File: config.mk
export PLATFORM = sky130hd
export DESIGN_NAME = video_out_expander
export DESIGN_NICKNAME = d
export VERILOG_FILES = /design/src/rtl/video_pkg.sv /design/src/rtl/video_frame_meter.sv /design/src/rtl/video_out_expander.sv
export SDC_FILE = /design/constraint.sdc
export NUM_CORES = 1
export LEC_CHECK = 0
export CORE_MARGIN = 2
export CORE_UTILIZATION = 53
export CTS_CLUSTER_SIZE = 30
export DETAILED_ROUTE_END_ITERATION = 10
export PLACE_DENSITY_LB_ADDON = 0.12
export SLEW_MARGIN = 20
export SYNTH_ARGS = -nofsm -noshare
export SYNTH_HDL_FRONTEND = slang
export SYNTH_SLANG_ARGS = --single-unit
File: constraint.sdc
create_clock -name clk_sys -period 2.2 [get_ports clk_sys]
set_input_delay 0.22 -clock clk_sys [delete_from_list [all_inputs] [get_ports clk_sys]]
set_output_delay 0.22 -clock clk_sys [all_outputs]
set_load 0.02 [all_outputs]
File: src/rtl/video_pkg.sv
// ---------------------------------------------------------------------------
// video_pkg
// Shared definitions for the video output stage:
//   - meas_state_e : states of the frame-geometry measurement machine
//   - R/G/B_SLOT   : channel slot numbers inside the packed {B,G,R} word
//   - chan_lsb()   : LSB position of a channel slot for a given channel width
// ---------------------------------------------------------------------------
package video_pkg;

    typedef enum logic [1:0] {
        WAIT_VB = 2'd0,
        SYNCED  = 2'd1,
        RUN     = 2'd2
    } meas_state_e;

    // Packed colour word is {B,G,R} with R in the least significant slot.
    localparam int R_SLOT = 0;
    localparam int G_SLOT = 1;
    localparam int B_SLOT = 2;

    // Bit offset of a channel: R at 0, G at IN_W, B at 2*IN_W.
    function automatic int chan_lsb(input int slot, input int in_w);
        return slot * in_w;
    endfunction

endpackage

File: src/rtl/video_frame_meter.sv
// ---------------------------------------------------------------------------
// video_frame_meter
// Measures active frame geometry from the raw data-enable and vblank inputs.
// Everything, including the edge detectors, advances only on ce_i.
// Ports:
//   clk_i, reset_ni        : clock, synchronous active-low reset
//   ce_i                   : pixel enable
//   de_i, vblank_i         : active-area flag and vertical blanking
//   frame_width_o          : active pixels per line of the last complete frame
//   frame_height_o         : active lines of the last complete frame
//   frame_count_o          : completed frames, wraps
//   meas_valid_o           : set once a full frame has been measured
// ---------------------------------------------------------------------------
module video_frame_meter
    import video_pkg::*;
#(
    parameter int MEAS_W = 12
) (
    input  logic              clk_i,
    input  logic              reset_ni,
    input  logic              ce_i,
    input  logic              de_i,
    input  logic              vblank_i,
    output logic [MEAS_W-1:0] frame_width_o,
    output logic [MEAS_W-1:0] frame_height_o,
    output logic [MEAS_W-1:0] frame_count_o,
    output logic              meas_valid_o
);

    localparam logic [MEAS_W-1:0] ZERO    = {MEAS_W{1'b0}};
    localparam logic [MEAS_W-1:0] ONE     = {{(MEAS_W-1){1'b0}}, 1'b1};
    localparam logic [MEAS_W-1:0] CNT_MAX = {MEAS_W{1'b1}};

    meas_state_e       state_q, state_d;
    logic [MEAS_W-1:0] pix_q, pix_d;
    logic [MEAS_W-1:0] line_w_q, line_w_d;
    logic [MEAS_W-1:0] line_cnt_q, line_cnt_d;
    logic [MEAS_W-1:0] width_q, width_d;
    logic [MEAS_W-1:0] height_q, height_d;
    logic [MEAS_W-1:0] count_q, count_d;
    logic              valid_q, valid_d;
    logic              prev_de_q, prev_de_d;
    logic              prev_vb_q, prev_vb_d;

    logic              de_fall_s;
    logic              vb_rise_s;
    logic [MEAS_W-1:0] pix_step_s;
    logic [MEAS_W-1:0] line_w_step_s;
    logic [MEAS_W-1:0] line_cnt_step_s;

    function automatic logic [MEAS_W-1:0] sat_inc(input logic [MEAS_W-1:0] v);
        return (v == CNT_MAX) ? v : v + ONE;
    endfunction

    assign de_fall_s = prev_de_q & ~de_i;
    assign vb_rise_s = ~prev_vb_q & vblank_i;

    // State register plus all measurement registers.
    always_ff @(posedge clk_i) begin
        if (!reset_ni) begin
            state_q    <= WAIT_VB;
            pix_q      <= ZERO;
            line_w_q   <= ZERO;
            line_cnt_q <= ZERO;
            width_q    <= ZERO;
            height_q   <= ZERO;
            count_q    <= ZERO;
            valid_q    <= 1'b0;
            prev_de_q  <= 1'b0;
            prev_vb_q  <= 1'b0;
        end else begin
            state_q    <= state_d;
            pix_q      <= pix_d;
            line_w_q   <= line_w_d;
            line_cnt_q <= line_cnt_d;
            width_q    <= width_d;
            height_q   <= height_d;
            count_q    <= count_d;
            valid_q    <= valid_d;
            prev_de_q  <= prev_de_d;
            prev_vb_q  <= prev_vb_d;
        end
    end

    // Next-state logic: each stage is left on a vblank rising edge.
    always_comb begin
        state_d = state_q;
        if (ce_i) begin
            case (state_q)
                WAIT_VB: begin
                    if (vb_rise_s) begin
                        state_d = SYNCED;
                    end else begin
                        state_d = WAIT_VB;
                    end
                end
                SYNCED: begin
                    if (vb_rise_s) begin
                        state_d = RUN;
                    end else begin
                        state_d = SYNCED;
                    end
                end
                RUN:     state_d = RUN;
                default: state_d = WAIT_VB;
            endcase
        end else begin
            state_d = state_q;
        end
    end

    // Counter datapath. The line step is computed first so that a line
    // ending on the same strobe as a vblank rise is part of the frame.
    always_comb begin
        pix_d           = pix_q;
        line_w_d        = line_w_q;
        line_cnt_d      = line_cnt_q;
        width_d         = width_q;
        height_d        = height_q;
        count_d         = count_q;
        valid_d         = valid_q;
        prev_de_d       = prev_de_q;
        prev_vb_d       = prev_vb_q;
        pix_step_s      = pix_q;
        line_w_step_s   = line_w_q;
        line_cnt_step_s = line_cnt_q;
        if (ce_i) begin
            prev_de_d = de_i;
            prev_vb_d = vblank_i;
            if (de_fall_s) begin
                line_w_step_s   = pix_q;
                pix_step_s      = ZERO;
                line_cnt_step_s = sat_inc(line_cnt_q);
            end else if (de_i) begin
                pix_step_s = sat_inc(pix_q);
            end else begin
                pix_step_s = pix_q;
            end
            case (state_q)
                WAIT_VB: begin
                    if (vb_rise_s) begin
                        pix_d      = ZERO;
                        line_w_d   = ZERO;
                        line_cnt_d = ZERO;
                    end else begin
                        pix_d = pix_q;
                    end
                end
                SYNCED, RUN: begin
                    if (vb_rise_s) begin
                        width_d    = line_w_step_s;
                        height_d   = line_cnt_step_s;
                        count_d    = count_q + ONE;
                        valid_d    = 1'b1;
                        line_w_d   = line_w_step_s;
                        line_cnt_d = ZERO;
                        pix_d      = ZERO;
                    end else begin
                        pix_d      = pix_step_s;
                        line_w_d   = line_w_step_s;
                        line_cnt_d = line_cnt_step_s;
                    end
                end
                default: begin
                    pix_d      = ZERO;
                    line_cnt_d = ZERO;
                end
            endcase
        end else begin
            pix_d = pix_q;
        end
    end

    assign frame_width_o  = width_q;
    assign frame_height_o = height_q;
    assign frame_count_o  = count_q;
    assign meas_valid_o   = valid_q;

endmodule

File: src/rtl/video_out_expander.sv
// ---------------------------------------------------------------------------
// video_out_expander
// Two-stage video output pipeline (advanced on ce_pix) that widens each
// colour channel by MSB-first bit replication, blanks colour outside the
// active area, applies sync polarity, and measures frame geometry.
// Ports:
//   clk_sys, reset                 : clock, synchronous active-low reset
//   ce_pix                         : pixel enable
//   rgb_i                          : packed {B,G,R}, IN_W bits each
//   hsync_i, vsync_i               : active-high syncs
//   hblank_i, vblank_i             : active-high blanking
//   vga_r, vga_g, vga_b            : expanded colour, OUT_W bits each
//   vga_hs, vga_vs, vga_de         : output syncs and data enable
//   frame_width/height/count       : measured geometry, frame counter
//   meas_valid                     : geometry valid flag
// ---------------------------------------------------------------------------
module video_out_expander
    import video_pkg::*;
#(
    parameter int IN_W        = 3,
    parameter int OUT_W       = 8,
    parameter int MEAS_W      = 12,
    parameter bit HS_ACT_LOW  = 1'b1,
    parameter bit VS_ACT_LOW  = 1'b1,
    parameter bit BLANK_BLACK = 1'b1
) (
    input  logic                clk_sys,
    input  logic                reset,
    input  logic                ce_pix,
    input  logic [3*IN_W-1:0]   rgb_i,
    input  logic                hsync_i,
    input  logic                vsync_i,
    input  logic                hblank_i,
    input  logic                vblank_i,
    output logic [OUT_W-1:0]    vga_r,
    output logic [OUT_W-1:0]    vga_g,
    output logic [OUT_W-1:0]    vga_b,
    output logic                vga_hs,
    output logic                vga_vs,
    output logic                vga_de,
    output logic [MEAS_W-1:0]   frame_width,
    output logic [MEAS_W-1:0]   frame_height,
    output logic [MEAS_W-1:0]   frame_count,
    output logic                meas_valid
);

    localparam logic [OUT_W-1:0] COL_ZERO = {OUT_W{1'b0}};

    // Stage 1: raw input capture.
    logic [3*IN_W-1:0] rgb_s1_q;
    logic              hs_s1_q, vs_s1_q, hb_s1_q, vb_s1_q;

    // Stage 2: output registers.
    logic [OUT_W-1:0]  r_q, g_q, b_q;
    logic [OUT_W-1:0]  r_d, g_d, b_d;
    logic              hs_q, vs_q, de_q;
    logic              hs_d, vs_d, de_d;

    logic [2:0][OUT_W-1:0] exp_s;
    logic                  blank_s;

    // Stage 1 register: captures the core outputs on each pixel strobe.
    always_ff @(posedge clk_sys) begin
        if (!reset) begin
            rgb_s1_q <= {(3*IN_W){1'b0}};
            hs_s1_q  <= 1'b0;
            vs_s1_q  <= 1'b0;
            hb_s1_q  <= 1'b0;
            vb_s1_q  <= 1'b0;
        end else if (ce_pix) begin
            rgb_s1_q <= rgb_i;
            hs_s1_q  <= hsync_i;
            vs_s1_q  <= vsync_i;
            hb_s1_q  <= hblank_i;
            vb_s1_q  <= vblank_i;
        end
    end

    // Output bit OUT_W-1-k copies input bit IN_W-1-(k mod IN_W); when
    // IN_W >= OUT_W this reduces to keeping the top OUT_W bits.
    for (genvar c = 0; c < 3; c++) begin : g_chan
        for (genvar k = 0; k < OUT_W; k++) begin : g_bit
            localparam int SRC = chan_lsb(c, IN_W) + IN_W - 1 - (k % IN_W);
            assign exp_s[c][OUT_W-1-k] = rgb_s1_q[SRC];
        end
    end

    assign blank_s = BLANK_BLACK & (hb_s1_q | vb_s1_q);

    // Stage 2 next values: blanked colour, polarity-adjusted syncs, enable.
    always_comb begin
        r_d  = COL_ZERO;
        g_d  = COL_ZERO;
        b_d  = COL_ZERO;
        if (blank_s) begin
            r_d = COL_ZERO;
            g_d = COL_ZERO;
            b_d = COL_ZERO;
        end else begin
            r_d = exp_s[R_SLOT];
            g_d = exp_s[G_SLOT];
            b_d = exp_s[B_SLOT];
        end
        hs_d = hs_s1_q ^ HS_ACT_LOW;
        vs_d = vs_s1_q ^ VS_ACT_LOW;
        de_d = ~(hb_s1_q | vb_s1_q);
    end

    // Stage 2 register: resets syncs to their inactive output level.
    always_ff @(posedge clk_sys) begin
        if (!reset) begin
            r_q  <= COL_ZERO;
            g_q  <= COL_ZERO;
            b_q  <= COL_ZERO;
            hs_q <= HS_ACT_LOW;
            vs_q <= VS_ACT_LOW;
            de_q <= 1'b0;
        end else if (ce_pix) begin
            r_q  <= r_d;
            g_q  <= g_d;
            b_q  <= b_d;
            hs_q <= hs_d;
            vs_q <= vs_d;
            de_q <= de_d;
        end
    end

    assign vga_r  = r_q;
    assign vga_g  = g_q;
    assign vga_b  = b_q;
    assign vga_hs = hs_q;
    assign vga_vs = vs_q;
    assign vga_de = de_q;

    video_frame_meter #(
        .MEAS_W (MEAS_W)
    ) u_meter (
        .clk_i          (clk_sys),
        .reset_ni       (reset),
        .ce_i           (ce_pix),
        .de_i           (~(hblank_i | vblank_i)),
        .vblank_i       (vblank_i),
        .frame_width_o  (frame_width),
        .frame_height_o (frame_height),
        .frame_count_o  (frame_count),
        .meas_valid_o   (meas_valid)
    );

endmodule

==> metrics <==
status finished clean; Hold Crit Start rgb_i[1]; Final nets 615; Final Critical Period 2.08 ns; Final Cycle Share 0.944; worst-case hold path end point rgb_s1_q[1]; Pins Over Slew Limit 0; initial antenna violation count 0; reg-to-reg critical path endpoint u_meter.pix_q[10]; vias in the first global route 3,888; Slew HR 0.572; antenna cells 0; worst slack at placement 0.0734 ns; vias per cell 6.12; total wire length 11.4 mm; WHS Path Cells 3; Syn. warnings 0; max cap viols 0; Buf/Inv on CP 0; maximum vdd ir drop 451 uV; clk_lat worst skew 0.37 ns; clk_skew 0.0133 ns; vias post-DR 4,324; CTS Hold Bufs 0; antenna viol nets, final 0; detailed placement HPWL 7.58 mm; CP delay by family, top simple AND/OR/NAND/NOR gates; Area Growth Syn to Fin 21.7%; CP startpoint kind flip-flop; crit path DAT 2.37 ns; max incr delay on CP 0.51 ns; Mapped Cells 534; critical path, cell by cell ha_1 -> nand4_1 -> or3_1 -> or4_1 -> a21oi_1; Worst EP required 2.49 ns; syn_nets 555; Reg clk slew, reported paths 0.10 ns; Leakage 0.00194 uW; core area 0.00868 mm2; largest net degree at the start of global routing 38; share of cells above drive strength 1 0.0952; first-pass GRT wire length 19.2 mm; # IOs 80; DIE WIDTH 98.5 um; initial core utilization 0.545; Tot GR Track Use 0.238; synthesized flop and latch total 101; number of flops mapped to enable cells by yosys 0; PwrDens 625 mW/mm2; Residual DRC 0; HP Class in -> reg; H-Tree Level Count 3; ys flop type dfxtp_1; # fillers 727; Remaining Overflow, GRT 0; Fin. Hold Viols 0; post-synthesis instance area 0.00473 mm2; Crit Path Class reg -> reg; CTS Sinks 101; average cell area after synthesis 8.86 um2; DR pass1 iterations 6; die area 0.00970 mm2; final setup violating endpoints 0; Slowest-stage cell, CP dfxtp_1; Max Root-Sink Buffers 2; Slew @ Worst Pin 0.638 ns; Power Total 3600 uW; r2r worst-path depth 5; RSZ-0062 raised after global routing false; Root Buffer clkbuf_8; Setup TNS 0 ns; Die Ht 98.5 um; CP endpoint kind flip-flop; FF-to-FF Start u_meter.pix_q[1]; buffers added on ports 79; routability cong. 0.885; Max Clk Rate 0.482 GHz; FP Rows 34; CTS buffer count 9; number of distinct library cells after synthesis 60; DRT iter0 DRCs 199; register area share after synthesis 0.428; reg2reg setup slack 0.12 ns; final setup margin 0.123 ns; ys async rst share 0; Worst Path Max Fanout 8; WL/cell 16.1 um; TritonCTS clock tree yes
[logic make-up (layout without fill, tap and decap cells)]
kind of cell,after synthesis,after routing,synth area share
AO/OA/AOI/OAI,141,141,0.212
XOR/XNOR,7,7,0.0130
AND/OR/NAND/NOR,192,192,0.216
multiplexers,18,18,0.0381
adder cells (fa/ha/maj),5,5,0.0132
buffers and inverters,70,135,0.0807
flip-flops,101,101,0.428
[per-layer routing]
metal,track usage,part of all wire
met1,0.354,0.47
met3,0.0553,0.070
met4,0.0527,0.0088
met5,0,0
met2,0.355,0.45
[tightest hold or removal path, stage by stage]
cell and delay (ns):
clkdlybuf4s50_1 0.40, mux2i_1 0.13, nor2_1 0.05
[flip-flops by register name (all words and copies together) (netlist names)]
register,count
u_meter.frame_count_o,12
u_meter.frame_height_o,12
u_meter.frame_width_o,12
u_meter.line_cnt_q,12
u_meter.line_w_q,12
u_meter.pix_q,12
rgb_s1_q,9
vga_b,3
vga_g,3
vga_r,3
u_meter.state_q,2
hb_s1_q,1
hs_s1_q,1
u_meter.meas_valid_o,1
u_meter.prev_de_q,1
u_meter.prev_vb_q,1
vga_de,1
vga_hs,1
vga_vs,1
vs_s1_q,1
[cell usage in the layout (no fill, tap or decap), types with 12 or more instances in the layout]
cell / instances
o31ai_1: 12
buf_4: 26
a31oi_1: 16
nand2_1: 43
a22o_1: 12
a21oi_1: 29
o21ai_0: 22
mux2i_1: 18
clkdlybuf4s50_1: 79
a311oi_1: 14
inv_1: 13
dfxtp_1: 101
nand4_1: 14
nand3_1: 24
nor2_1: 51
[timing repair]
item,in CTS,in global routing
gates resized for setup,0,2
setup buffers,0,0
setup endpoints to repair,0,12
[final cells by class]
| cell class | instances | area (um2) | share of cell area |
|---|---|---|---|
| clock inverter | 6 | 96.3 | 0.0167 |
| clock buffer | 10 | 128 | 0.0222 |
| timing repair buffer | 105 | 986 | 0.171 |
| multi-input combinational | 363 | 2340 | 0.406 |
| tap | 108 | 135 | 0.0235 |
| inverter | 14 | 52.6 | 0.00913 |
| sequential | 101 | 2020 | 0.351 |
[synth_stat cells (9+ instances only)]
master / number / area, um2
clkbuf_1: 14 / 52.6
or3_1: 11 / 68.8
nand3_1: 24 / 120
nor2_1: 51 / 191
nand2_1: 43 / 161
a21oi_1: 29 / 145
a22oi_1: 9 / 67.6
dfxtp_1: 101 / 2020
a22o_1: 12 / 105
o31ai_1: 12 / 90.1
o21ai_0: 23 / 115
inv_1: 13 / 48.8
or4_1: 11 / 82.6
buf_2: 15 / 75.1
nand4_1: 14 / 87.6
mux2i_1: 18 / 180
a311oi_1: 14 / 123
buf_4: 16 / 120
a31oi_1: 16 / 100
[how the worst max path moves through the flow]
stage,slack [ns],cells past startpoint,end,startpoint
after global routing,0.02,5,u_meter.pix_q[10],u_meter.pix_q[1]
after floorplan,0.30,8,u_meter.frame_count_o[11],u_meter.state_q[0]
final,0.12,5,u_meter.pix_q[10],u_meter.pix_q[1]
after CTS,0.11,6,u_meter.pix_q[10],u_meter.state_q[0]
after global placement,0.08,6,u_meter.line_cnt_q[11],vblank_i
after detailed placement,0.07,5,u_meter.pix_q[4],vblank_i
[stage by stage]
stage / hold slack (ns) / std cells / cell area, um2 / util
final: 0.462 / 707 / 5760 / 0.663
after global routing: 0.452 / 707 / 5760 / 0.663
after CTS: 0.449 / 707 / 5750 / 0.662
after detailed placement: 0.464 / 691 / 5520 / 0.636
after global placement: 0.458 / 691 / 5520 / 0.636
after floorplan: 0.367 / 534 / 4730 / -
[report_power, final]
group	switching [uW]	leakage (uW)	internal, uW	total, uW
logic	224	0.00101	165	389
clock network	659	0.000109	653	1310
registers	27.9	0.000819	1870	1900
total	910	0.00194	2690	3600
Note: power is estimated with default switching activity, not from simulation.
